`src/rtl/issue_latch_pkg.sv`:
```
// Shared types for the issue path: execution entry layout, unit/mode encodings,
// tag widths and the default divider occupancy.
package issue_latch_pkg;

    localparam int TAG_W               = 6;
    localparam int SPECTAG_W           = 4;
    localparam int DIV_LATENCY_DEFAULT = 16;

    typedef logic [TAG_W-1:0]     tag_t;
    typedef logic [SPECTAG_W-1:0] spectag_t;

    typedef enum logic [1:0] {
        UNIT_ALU = 2'd0,
        UNIT_MUL = 2'd1,
        UNIT_DIV = 2'd2,
        UNIT_LSU = 2'd3
    } unit_t;

    typedef enum logic {
        EX_NORMAL   = 1'b0,
        EX_GEN_ADDR = 1'b1
    } ex_mode_t;

    typedef struct packed {
        logic        is_valid;
        tag_t        tag;
        unit_t       exec_unit;
        ex_mode_t    mode;
        spectag_t    speculative_tag;
        logic [31:0] imm;
    } ex_content_t;

    // Address generation on a DIV-class entry runs on the ALU, not the divider.
    function automatic logic uses_div(input ex_content_t x);
        return (x.exec_unit == UNIT_DIV) && (x.mode == EX_NORMAL);
    endfunction

    function automatic logic is_squashed(input ex_content_t x, input logic fv, input spectag_t mask);
        return fv && ((x.speculative_tag & mask) != '0);
    endfunction

endpackage

```
`src/rtl/issue_latch_div_occupancy.sv`:
```
// Iterative divider occupancy: down-counter loaded on accept, busy until it
// reaches zero, and a one-cycle kill pulse when a flush hits the in-flight op.
module div_occupancy
    import issue_latch_pkg::*;
#(
    parameter int DIV_LATENCY = DIV_LATENCY_DEFAULT
) (
    input  logic     clk,
    input  logic     rst_n,
    input  logic     div_accept,
    input  spectag_t div_spectag,
    input  logic     flush_valid,
    input  spectag_t flush_mask,
    output logic     div_busy,
    output logic     div_kill
);

    localparam int            CW       = $clog2(DIV_LATENCY);
    localparam logic [CW-1:0] CNT_LOAD = CW'(DIV_LATENCY - 1);

    logic [CW-1:0] div_cnt_q, div_cnt_d;
    spectag_t      div_tag_q, div_tag_d;
    logic          div_kill_q, div_kill_d;
    logic          kill_now;

    assign div_busy = (div_cnt_q != '0);
    assign div_kill = div_kill_q;

    // Accept only happens while idle, so it can never race a kill.
    always_comb begin
        kill_now   = div_busy && flush_valid && ((div_tag_q & flush_mask) != '0);
        div_cnt_d  = div_cnt_q;
        div_tag_d  = div_tag_q;
        div_kill_d = kill_now;
        if (kill_now) begin
            div_cnt_d = '0;
        end else if (div_accept) begin
            div_cnt_d = CNT_LOAD;
            div_tag_d = div_spectag;
        end else if (div_cnt_q != '0) begin
            div_cnt_d = div_cnt_q - 1'b1;
        end
    end

    always_ff @(posedge clk) begin
        if (!rst_n) begin
            div_cnt_q  <= '0;
            div_tag_q  <= '0;
            div_kill_q <= 1'b0;
        end else begin
            div_cnt_q  <= div_cnt_d;
            div_tag_q  <= div_tag_d;
            div_kill_q <= div_kill_d;
        end
    end

endmodule

```
`src/rtl/issue_latch.sv`:
```
// Two-lane issue latch between wakeup and execution with DIV occupancy and flush squash.
// Define ISSUE_STATS_EN to add the stat_issued / stat_div_stall / stat_flushed counters.
module issue_latch
    import issue_latch_pkg::*;
#(
    parameter int DIV_LATENCY = DIV_LATENCY_DEFAULT,
    parameter int CNT_W       = 32
) (
    input  logic              clk,
    input  logic              rst_n,
    input  ex_content_t [1:0] ex_contents_in,
    input  logic              ex_stall,
    input  logic              flush_valid,
    input  spectag_t          flush_mask,
    output logic        [1:0] issued_valid,
    output tag_t        [1:0] issued_tag,
    output ex_content_t [1:0] ex_out,
    output logic              div_busy,
    output logic              div_kill
`ifdef ISSUE_STATS_EN
    ,
    output logic [CNT_W-1:0]  stat_issued,
    output logic [CNT_W-1:0]  stat_div_stall,
    output logic [CNT_W-1:0]  stat_flushed
`endif
);

    if (DIV_LATENCY < 2 || CNT_W < 1) begin : g_param_check
        $error("issue_latch: DIV_LATENCY must be >= 2 and CNT_W >= 1");
    end

    ex_content_t [1:0] ex_out_q, ex_out_d;
    logic        [1:0] squash, div_op, pre_ok, div_block, accept;
    logic              div_accept;
    spectag_t          div_spectag;

    // div_block only ever applies to lanes carrying a real divider op.
    always_comb begin
        for (int i = 0; i < 2; i++) begin
            squash[i] = is_squashed(ex_contents_in[i], flush_valid, flush_mask);
            div_op[i] = ex_contents_in[i].is_valid && uses_div(ex_contents_in[i]);
            pre_ok[i] = ex_contents_in[i].is_valid && !ex_stall && !squash[i];
        end
        div_block[0] = div_op[0] && div_busy;
        div_block[1] = div_op[1] && (div_busy || (pre_ok[0] && div_op[0]));
        accept       = pre_ok & ~div_block;
        div_accept   = |(accept & div_op);
        div_spectag  = (accept[0] && div_op[0]) ? ex_contents_in[0].speculative_tag
                                                : ex_contents_in[1].speculative_tag;
    end

    always_comb begin
        ex_out_d = ex_out_q;
        for (int i = 0; i < 2; i++) begin
            if (ex_stall) begin
                if (is_squashed(ex_out_q[i], flush_valid, flush_mask)) begin
                    ex_out_d[i].is_valid = 1'b0;
                end
            end else begin
                ex_out_d[i] = accept[i] ? ex_contents_in[i] : '0;
            end
        end
    end

    always_ff @(posedge clk) begin
        if (!rst_n) begin
            ex_out_q <= '0;
        end else begin
            ex_out_q <= ex_out_d;
        end
    end

    assign issued_valid  = accept;
    assign issued_tag[0] = ex_contents_in[0].tag;
    assign issued_tag[1] = ex_contents_in[1].tag;
    assign ex_out        = ex_out_q;

    div_occupancy #(
        .DIV_LATENCY (DIV_LATENCY)
    ) u_div_occupancy (
        .clk         (clk),
        .rst_n       (rst_n),
        .div_accept  (div_accept),
        .div_spectag (div_spectag),
        .flush_valid (flush_valid),
        .flush_mask  (flush_mask),
        .div_busy    (div_busy),
        .div_kill    (div_kill)
    );

`ifdef ISSUE_STATS_EN
    logic [CNT_W-1:0] stat_issued_q, stat_issued_d;
    logic [CNT_W-1:0] stat_div_stall_q, stat_div_stall_d;
    logic [CNT_W-1:0] stat_flushed_q, stat_flushed_d;
    logic       [1:0] in_sq, held_clr;

    always_comb begin
        for (int i = 0; i < 2; i++) begin
            in_sq[i]    = ex_contents_in[i].is_valid && squash[i];
            held_clr[i] = ex_stall && ex_out_q[i].is_valid
                          && is_squashed(ex_out_q[i], flush_valid, flush_mask);
        end
        stat_issued_d    = stat_issued_q + CNT_W'(accept[0]) + CNT_W'(accept[1]);
        stat_div_stall_d = stat_div_stall_q + CNT_W'(|div_block);
        stat_flushed_d   = stat_flushed_q + CNT_W'(in_sq[0]) + CNT_W'(in_sq[1])
                           + CNT_W'(held_clr[0]) + CNT_W'(held_clr[1]);
    end

    always_ff @(posedge clk) begin
        if (!rst_n) begin
            stat_issued_q    <= '0;
            stat_div_stall_q <= '0;
            stat_flushed_q   <= '0;
        end else begin
            stat_issued_q    <= stat_issued_d;
            stat_div_stall_q <= stat_div_stall_d;
            stat_flushed_q   <= stat_flushed_d;
        end
    end

    assign stat_issued    = stat_issued_q;
    assign stat_div_stall = stat_div_stall_q;
    assign stat_flushed   = stat_flushed_q;
`endif

endmodule

```
`config.mk`:
```
export PLATFORM = sky130hd
export DESIGN_NAME = issue_latch
export DESIGN_NICKNAME = d
export VERILOG_FILES = /design/src/rtl/issue_latch_pkg.sv /design/src/rtl/issue_latch_div_occupancy.sv /design/src/rtl/issue_latch.sv
export SDC_FILE = /design/constraint.sdc
export NUM_CORES = 1
export LEC_CHECK = 0
export CAP_MARGIN = 20
export CELL_PAD_IN_SITES_DETAIL_PLACEMENT = 0
export CELL_PAD_IN_SITES_GLOBAL_PLACEMENT = 1
export CORE_MARGIN = 2
export CORE_UTILIZATION = 27
export CTS_CLUSTER_SIZE = 40
export DETAILED_ROUTE_END_ITERATION = 8
export PLACE_DENSITY_LB_ADDON = 0.1
export SLEW_MARGIN = 10
export SYNTH_ARGS = -nofsm -noshare
export SYNTH_HDL_FRONTEND = slang
export SYNTH_SLANG_ARGS = --single-unit
```
`constraint.sdc`:
```
create_clock -name clk -period 2.6 [get_ports clk]
set_input_delay 0.65 -clock clk [delete_from_list [all_inputs] [get_ports clk]]
set_output_delay 0.65 -clock clk [all_outputs]
set_load 0.005 [all_outputs]
```
# Yosys cells after proc, flatten, opt, wreduce, memory -nomap -nowiden
# Index checks and enable logic that the tools add are counted.
# Widths: inputs -> output; s select.
word_totals:
  regBits: 101
  in_bits: 100
  elab_cells: 73
op_classes:
  addsub: 1
  n_eq_ne: 4
  n_mux: 9
  bitwise: 12
  n_reduce_logical: 32
ops:
  columns: ["operator", "n"]
  rows:
  - ["$mux 46", 2]
  - ["$reduce_bool 4->1", 6]
  - ["$and 4x4->4", 5]
  - ["$logic_and 1x1->1", 18]
  - ["$mux 4", 3]
  - ["$and 2x2->2", 2]
  - ["$eq 2x2->1 const B", 2]
  - ["$mux 1", 4]
  - ["$ne 2x1->1 const B", 2]
  - ["$not 1->1", 4]
  - ["$reduce_or 2->1", 2]
  - ["$sub 4x1->4 const B", 1]
  - ["$logic_not 1->1", 3]
  - ["$not 2->2", 1]
  - ["$reduce_and 2->1", 1]
  - ["$reduce_bool 2->1", 1]
  - ["$logic_or 1x1->1", 1]

# Longest topological paths before layout
depth:
  ltp_word: 13
  depth_mapped: 10

# Cells and area by module
# A second synthesis with hierarchy kept.
hier_totals:
  hier_cells: 392
  hier_area_um2: 3873.7
modules_own_cells:
  columns: ["module", "n_inst", "cells_each", "area_each_um2"]
  rows:
  - ["issue_latch", 1, 349, 3443.3]
  - ["div_occupancy", 1, 43, 430.4]

# Least setup slack after synthesis
# No wires, ideal clock.
synth_timing:
  kind: "in2out"
  start: "in flush_mask[0]"
  end: "out issued_valid[0]"
  arrival_time_ps: 1543
  setup_slack_ps: 407
  path_stages: 4
  path_cell_list: "a22o_1 > o21ai_0 > and3_1 > clkbuf_1"
synth_between:
  elab_chain_cells: 6
synth_rtl:
  columns: ["element", "line_no", "source"]
  rows:
  - ["from (decl)", "issue_latch.sv:14", "input spectag_t flush_mask,"]
  - ["$and 4x4->4", "issue_latch_pkg.sv:39", "return fv && ((x.speculative_tag & mask) != '0);"]
  - ["$reduce_bool 4->1", "issue_latch_pkg.sv:39", null]
  - ["$logic_and 1x1->1", "issue_latch_pkg.sv:39", null]
  - ["$logic_not 1->1", "issue_latch.sv:42", "pre_ok[i] = ex_contents_in[i].is_valid && !ex_stall && !squash[i];"]
  - ["$logic_and 1x1->1", "issue_latch.sv:42", null]
  - ["$and 2x2->2", "issue_latch.sv:46", "accept = pre_ok & ~div_block;"]
  - ["to (decl)", "issue_latch.sv:15", "output logic [1:0] issued_valid,"]
# No other way between the ends.

# Worst setup path in the final report
layout_timing:
  start: "in ex_contents_in[79] in the netlist's numbering"
  end: "out issued_valid[1]"
layout_between:
  elab_chain_cells: 6
layout_rtl:
  columns: ["element", "line_no", "source"]
  rows:
  - ["from (decl)", "issue_latch.sv:11", "input ex_content_t [1:0] ex_contents_in,"]
  - ["$and 4x4->4", "issue_latch_pkg.sv:39", null]
  - ["$reduce_bool 4->1", "issue_latch_pkg.sv:39", null]
  - ["$logic_and 1x1->1", "issue_latch_pkg.sv:39", null]
  - ["$logic_not 1->1", "issue_latch.sv:42", null]
  - ["$logic_and 1x1->1", "issue_latch.sv:42", null]
  - ["$and 2x2->2", "issue_latch.sv:46", null]
# No other way between the ends.

==> results.toml <==
[worst_setup_path]
cpMaxStageDelayCell = "clkdlybuf4s50_1"
critPathLaunchType = "input port"
cp_max_fo = 2
crit_type = "input port to output pin"
slowest_delay_ps = 420
crit_required_ps = 1950
critPathCaptureType = "output pin"
arrival_ps = 1920
crit_path_cell_trace = "clkdlybuf4s50_1 -> a22o_1 -> o21a_1 -> a311oi_4 -> buf_2"

[yosys]
syn-num-nets = 459
synthCells = 358
synth_compound_area_share_pct = 25.81
ys_top_cells_by_area = "dfxtp_1, a22o_1, a22oi_1"
ys_types = 36
syn_area_um2 = 3690
seq_area_frac_synth_pct = 54.80
synth_edf_count = 0
muxShareOfSynthArea_pct = 0
synth_top_area_share_pct = 54.80
synth_adder_area_share_pct = 0.3391
syn_avg_cell_area_um2 = 10.31
synth_top_family_by_area = "compound AO/OA/AOI/OAI gates"
yosysTopAreaCell = "dfxtp_1"
ys_async_sr_fraction_pct = 0
synthSimpleGateAreaFrac_pct = 11.94
synth.ff_latch_count = 101
synthXorXnorAreaFrac_pct = 0.4747
yosys_warnings = 0
yosys_most_used_dff = "dfxtp_1"

[placement]
dp_hpwl_mm = 8.700
io_buffers = 207
routabilityCongestion = 0.7979
dp_slack_ps = -572.5
dp.cells = 735

[floorplanning]
rows = 42
core_area_um2 = 13300
start_util_pct = 27.75
die_y_um = 120.9
io_pins = 208
die_w_um = 120.9
dieArea_um2 = 14620

[grt]
grt_pass1_wl_mm = 18.29
globalRouteTotalUtil_pct = 16.04
grt_remaining_overflow = 0
grt_pass1_vias = 3559
antenna_found_initial = 0
grt_start_max_net_pins = 48

[clocking]
cts_hold_buffers = 0
clockBufferDepth = 2
clock-sinks = 101
clkLatencyLatePin_ps = 350
cts_tree = "yes"
root_buffer = "clkbuf_16"
path_clk_slew_ps = 70
numCtsBuffers = 9
h-tree-depth = 3

[route]
wl_per_cell_um = 15.89
dr.pass1.iters = 5
drt-total-wl_mm = 12.02
drc = 0
vias = 3580
detail-route-antenna-nets = 0
drt-initial-drc-count = 175
vias_per_cell = 4.735

[layout]
nNetsFinal = 676
final-instance-count-excl-fill = 756
drive_gt1_share_pct = 11.38
syn2layout_area_growth_pct = 72.87
multi_input_area_um2 = 1440
layout.area.seq_um2 = 2024
n_fill_cell = 1264
antenna_cells = 0

[sta]
max_freq_mhz = 388.7
relSlewSlack_pct = 65.16
fin_skew_ps = 5.283
fin_crit_sh_pct = 98.96
finalCriticalPeriod_ps = 2573
hold_viol = 0
worst_pin_slew_ps = 522.6
final.setup.tns_ps = 0
layout_setup_ws_ps = 27.02
setup_viol = 0
hold_slack_ps = 478.5
slew_violations = 0

[power]
p_total_mw = 3.865
powerDensity_nw_per_um2 = 605.9
irDropWorstVdd_v = 0.0003720
leakage_nw = 2.444

[status]
outcome = "completed"

[worst_hold_path]
min_path_type = "register to register"

[run]
max_cap_violations = 0
## layer usage
layer	part of all wire (%)	routed length [µm]	track usage, %	vias up
met3	8.5	1021	6.485	21
li1	-	-	-	1744
met5	0	0	0	-
met2	47	5683	27.14	149
met1	42	5093	18.33	1666
met4	1.8	217	5.305	0
## kinds of logic after synthesis
| logic type | Yosys count |
|---|---|
| AO/OA/AOI/OAI | 118 |
| XOR/XNOR | 2 |
| adder cells (fa/ha/maj) | 1 |
| buffers and inverters | 43 |
| flip-flops | 101 |
| AND/OR/NAND/NOR | 93 |
## repair_timing
action                                  CTS  global route
gates cloned                              0             0
gates resized for setup                  19             9
buffers inserted                          1             4
endpoints found under the setup margin    2             2
pin swaps                                 9             7
## path summary, 6_finish.rpt
path | startpoint | endpoint | slack (ps) | cells after the start
worst min register to register | ex_out[87]$_SDFFE_PN0N_ | ex_out[87]$_SDFFE_PN0N_ | 480 | 1
worst max register to register | u_div_occupancy.div_cnt_q[1]$_SDFFE_PP0P_ | ex_out[51]$_SDFFE_PN0N_ | 420 | 9
worst min-delay path | ex_out[87]$_SDFFE_PN0N_ | ex_out[87]$_SDFFE_PN0N_ | 480 | 1
worst max-delay path | ex_contents_in[79] | issued_valid[1] | 30 | 5
## per-stage QoR
stage,area [µm²],util [%]
detailed placement,6032,45.37
finish,6379,47.98
global placement,6032,45.37
floorplan,3690,-
global route,6379,47.98
CTS,6326,47.58
## Yosys cell counts (2+ instances only)
| cell | number |
|---|---|
| buf_6 | 5 |
| xnor2_1 | 2 |
| dfxtp_1 | 101 |
| o2111ai_1 | 4 |
| a211oi_1 | 2 |
| buf_4 | 12 |
| clkbuf_1 | 17 |
| a22o_1 | 51 |
| a21oi_1 | 5 |
| o21ai_0 | 4 |
| a22oi_1 | 45 |
| nand3_1 | 9 |
| nor2b_1 | 2 |
| nand4_1 | 5 |
| nor2_1 | 48 |
| inv_1 | 3 |
| nand2_1 | 13 |
| buf_1 | 4 |
| and2_1 | 8 |
| nor3_1 | 2 |
## flip-flops by register name, indices dropped and copies added (netlist names)
register / flops
u_div_occupancy.div_tag_q: 4
u_div_occupancy.div_cnt_q: 4
u_div_occupancy.div_kill: 1
ex_out: 92
## worst max-delay path, delay by kind of cell
family / cells / cell delay, ps
compound gates: 3 / 690
buf+inv: 2 / 590
## power breakdown
part           total, mW  switching [mW]  leakage, nW  internal (mW)
clock network       1.34           0.588        0.132          0.749
registers           1.67          0.0483        0.821           1.62
logic              0.857           0.343         1.49          0.514
total               3.86           0.979         2.44           2.89
## cells in the final DEF, fill, tap and decap left out, types with 3 or more instances in the layout
cell type / n
clkdlybuf4s50_1: 191
dfxtp_1: 99
a22o_1: 51
nor2_1: 48
a22oi_1: 45
buf_4: 35
nand2_1: 13
nand3_1: 9
clkbuf_16: 9
dlygate4sd2_1: 9
and2_1: 8
nand4_1: 5
a21oi_1: 5
o2111ai_1: 4
dlymetal6s2s_1: 4
inv_2: 3
o21ai_0: 3
clkinvlp_4: 3
buf_12: 3
## final cells by class
| cell class | count | share of cell area [%] |
|---|---|---|
| timing repair buffer | 245 | 37.39 |
| sequential | 101 | 31.74 |
| multi-input combinational | 214 | 22.58 |
| clock buffer | 11 | 3.648 |
| tap | 176 | 3.452 |
| clock inverter | 5 | 0.9612 |
| inverter | 4 | 0.2354 |
Note: power is estimated with default switching activity, not from simulation.
==> RTL edit 1: new RTL, config.mk and constraints unchanged <==
Build with the macro `ISSUE_STATS_EN` defined.
--- a/src/rtl/issue_latch.sv
+++ b/src/rtl/issue_latch.sv
@@ -1,5 +1,7 @@
 // Two-lane issue latch between wakeup and execution with DIV occupancy and flush squash.
 // Define ISSUE_STATS_EN to add the stat_issued / stat_div_stall / stat_flushed counters.
+`define ISSUE_STATS_EN
+
 module issue_latch
     import issue_latch_pkg::*;
 #(
Behaviour (old outputs only; new: stat_div_stall, stat_flushed and stat_issued): unchanged (equiv_simple and equiv_induct, registers matched by name and starting in step).
==> RTL edit 1 against the unedited design <==
  * The flow now finishes with violations (negative setup slack)
  * Synthesized area rose by 120%
  * Sequential share of layout area fell by 2.0 points
  * Fmax fell by 15%
  * Routed wire length rose by 120%
  * Via count rose by 110%
  * Design area rose by 110%
  * Clock power rose by 95%
  * Non-clock buffer count rose by 162
  * Setup slack got worse by 0.46 ns
  * Total power rose by 77%
  * Sequential cell count rose by 96
  * Highest routed layer is now met5
  * Cell count rose by 110%
==> RTL edit 1: results (changes against the unedited design) <==
| Metric | Value |
|---|---|
| Outcome | finished with violations |
| Failing checks | negative setup slack |
| Main area contributors after synthesis | dfxtp_1 (50%), nor2_1 (5.9%), a22o_1 (4.9%) |
| Setup TNS | -12.41 ns (-12.41 ns) |
| Drt wl/cell | 16.29 microns (+2.5%) |
| Combinational power | 1.09 mW (+27%) |
| Pint | 5.029 mW (+74%) |
| CTS buffer count | 17 (+8) |
| Leakage | 5.144 nW (+110%) |
| # setup viols final | 52 (+52) |
| Signal inverters | 19 (+15) |
| Seq area share | 29.73% (-2.0 points) |
| Post-place setup slack | -1.317 ns (-0.7443 ns) |
| Clk Latency, worst-skew pair | 0.43 ns (+0.08 ns) |
| Non-CTS buffers | 407 (+66%) |
| FF-to-FF End | stat_flushed[20] |
| Initial antenna violation count | 1 (+1) |
| Cell family with most CP delay | adder cells |
| Net Count, Synth | 959 (+110%) |
| Clk pwr share | 38.0% (+3.4 points) |
| Multi-input gate area in the final layout | 0.004249 sq mm (+200%) |
| Post-synth top cells | dfxtp_1 (197), nor2_1 (126), nand2_1 (55), a22oi_1 (51), a22o_1 (45) |
| Buffers on Ports | 303 (+46%) |
| Placer's final routability congestion estimate | 0.7529 (-5.6%) |
| Reg2Reg Launch Point | ex_out[34] |
| FFs & Latches | 197 (+95%) |
| Syn Area/Cell | 9.372 sq um (-9.1%) |
| Worst Skew | 0.01953 ns (+0.01424 ns) |
| Clock buf/inv share | 4.218% (-0.39 points) |
| Flop-to-flop setup slack | -0.34 ns (-0.76 ns) |
| Slowest stage cell, crit path | or4_4 |
| Critical path origin | ex_contents_in[34] |
| # H-tree levels | 4 (+1) |
| WHS Endpoint | ex_out[84] |
| Part of the Yosys area used for sequential elements | 49.51% (-5.3 points) |
| Fin worst setup slack | -0.4358 ns (-0.4628 ns) |
| CP peak stage delay | 0.52 ns (+0.10 ns) |
| Non-clock buffer area fraction after layout | 29.91% (-7.5 points) |
| Synth cell types | 50 (+39%) |
| Fin nets | 1,326 (+96%) |
| CP Capture Type | flip-flop |
| Total GRT Usage | 16.47% (+0.43 points) |
| Multi-In Gates | 575 (+170%) |
| Layout Cells excl Fill | 1,613 (+110%) |
| Number of DRC markers in iteration 0 | 328 (+87%) |
| Share of cells above drive strength 1 | 19.77% (+8.4 points) |
| First drt pass iteration count | 4 (-1) |
| Peak VDD IR | 0.0003053 V (-18%) |
| Pwr/cell area | 515.8 mW/mm^2 (-15%) |
| Largest net degree at the start of global routing | 46 (-4.2%) |
RTL edit 1: cell types whose count changed in the layout (fill, tap and decap cells not counted), moves of 13 or more:
cell,change
nor3_4,+13
clkdlybuf4s50_1,+91
xor2_1,+35
nor2_1,+77
xnor2_1,+41
dfxtp_1,+92
nand3_1,+17
buf_6,+23
buf_4,+44
nand4_1,+24
nor4_4,+14
nand2_1,+37
RTL edit 1: cell families after synthesis:
family | share of synthesized area, %
fa+ha+maj | 1.791
xor+xnor | 8.685
buf+inv | 4.649
mux | 0.3770
simple gates | 21.94
compound gates | 13.05
flops | 49.51
RTL edit 1: what timing repair did:
action | CTS | global route
gates resized for setup | 143 | 49
buffers inserted | 15 | 14
pin swaps | 55 | 38
cloned | 1 | 1
hold buffers | 0 | 0
endpoints found under the setup margin | 89 | 74
RTL edit 1: per-layer routing:
metal	vias up	GRT usage, %	part of all wire, %
met5	-	0	0.027
met4	2	4.821	1.3
met3	20	4.264	6.2
met2	207	27.00	48
met1	3500	21.32	45
li1	3720	-	-
==> RTL edit 2: new RTL, config.mk and constraints unchanged <==
Without the edit above. The package constant `DIV_LATENCY_DEFAULT` goes from 16 to 8.
--- a/src/rtl/issue_latch_pkg.sv
+++ b/src/rtl/issue_latch_pkg.sv
@@ -4,7 +4,7 @@
 
     localparam int TAG_W               = 6;
     localparam int SPECTAG_W           = 4;
-    localparam int DIV_LATENCY_DEFAULT = 16;
+    localparam int DIV_LATENCY_DEFAULT = 8;
 
     typedef logic [TAG_W-1:0]     tag_t;
     typedef logic [SPECTAG_W-1:0] spectag_t;
Function: changed (Yosys sat finds a counterexample within 10 cycles, from zero or initial values and one cycle with rst_n low).
==> RTL edit 2 against the unedited design <==
  * Setup slack worse by 0.0017 ns
  * Cell count is 1.6% lower
  * Design area fell by 1.2%
  * Routed wire length is 0.22% lower
  * Fmax is essentially flat
  * Global-route usage is essentially flat
  * Combinational power fell by 10%
  * Sequential share of layout area about the same
  * Total power increased by 0.21%
  * Register-to-register slack better by 0.09 ns
  * Synthesized area down 0.81%
  * Sequential cell count is 1 lower
  * Synthesized cell count shrank 0.84%
  * Highest routed layer unchanged
==> RTL edit 2: results (changes against the unedited design) <==
| Metric | Value |
|---|---|
| Outcome | finished, final reports clean |
| Fin nets | 665 (-1.6%) |
| Least-Margin Pin Slew | 0.5204 ns (-0.002201 ns) |
| Net Count, Synth | 457 (-0.44%) |
| Met3 WL post-DR | 969 microns (-5.1%) |
| Post-place setup slack | -0.4461 ns (+0.1264 ns) |
| # H-tree levels | 3 (unchanged) |
| Slowest stage cell, crit path | clkdlybuf4s50_1 |
| M1 GR Usage | 20.18% (+1.8 points) |
| Number of DRC markers in iteration 0 | 186 (+6.3%) |
| Drt wl/cell | 16.11 microns (+1.4%) |
| Share of cells above drive strength 1 | 9.859% (-1.5 points) |
| Met2 wire len | 5515 microns (-3.0%) |
| Synthesis-to-finish area growth | 72.21% |
| Post-synth top cells | dfxtp_1 (100), a22o_1 (51), nor2_1 (50), a22oi_1 (45), nand2_1 (17) |
| CTS resizes | 15 (-4) |
| Global-route wire length before repair | 18,200 microns (-0.52%) |
| Fillers | 1,270 (+0.47%) |
| Placer's final routability congestion estimate | 0.8077 (+1.2%) |
| Vias in the first global route | 3,292 (-7.5%) |
| Mean number of vias per cell | 4.699 (-0.77%) |
| CTS buffer count | 9 (unchanged) |
| # Post-CTS Setup Buffers | 0 (-1) |
| Hpwl dp | 8676 microns (-0.27%) |
| Peak VDD IR | 0.0002416 V (-35%) |
| Met3 usage | 5.283% (-1.2 points) |
| Worst Skew | 0.007583 ns (+0.002300 ns) |
| Leakage | 2.420 nW (-0.99%) |
| Post-Route M1 WL | 5341 microns (+4.9%) |
## RTL edit 2: cell count changes after synthesis, sizes merged, moves of 2 or more
cell and delta:
nand2 +4, nand3 -4, clkbuf -2, nor2 +2, xnor2 -2
## RTL edit 2: power by group
group / internal (mW) / leakage, nW / switching, mW
Combinational: 0.421 / 1.45 / 0.347
Clock: 0.874 / 0.160 / 0.590
Sequential: 1.61 / 0.813 / 0.0360
Total: 2.90 / 2.42 / 0.973
## RTL edit 2: path summary, 6_finish.rpt
path,startpoint,to,slack (ns),cells after the start
min reg2reg,ex_out[66],ex_out[66],0.48,1
max,ex_contents_in[78],issued_valid[1],0.03,5
min,ex_out[66],ex_out[66],0.48,1
max reg2reg,u_div_occupancy.div_cnt_q[0],ex_out[70],0.51,9
## RTL edit 2: cells by family after synthesis
family | synth area share (%)
AOI/OAI and AO/OA | 26.09
adders and majority gates | 0.6837
buffers and inverters | 6.803
DFF | 54.70
and+or+nand+nor | 11.73
## RTL edit 2: per-stage QoR
step | instances | total power [mW] | cell area, sq um | hold WS (ns) | TNS (ns)
after detailed placement | 726 | 2.441 | 5938 | 0.4632 | -4.481
after floorplan | 355 | 2.000 | 3660 | 0.4447 | 0
after global placement | 726 | 2.433 | 5938 | 0.4597 | -4.271
after global routing | 744 | 4.066 | 6302 | 0.4911 | -0.009287
final | 744 | 3.873 | 6302 | 0.4779 | 0
after CTS | 742 | 3.922 | 6275 | 0.4830 | 0
## RTL edit 2: cell type report
| class | count | area share, % |
|---|---|---|
| clock buffer | 11 | 3.852 |
| clock inverter | 5 | 1.310 |
| inverter | 4 | 0.2382 |
| multi-input combinational | 213 | 22.85 |
| sequential | 100 | 31.76 |
| tap | 176 | 3.494 |
| timing repair buffer | 235 | 36.49 |
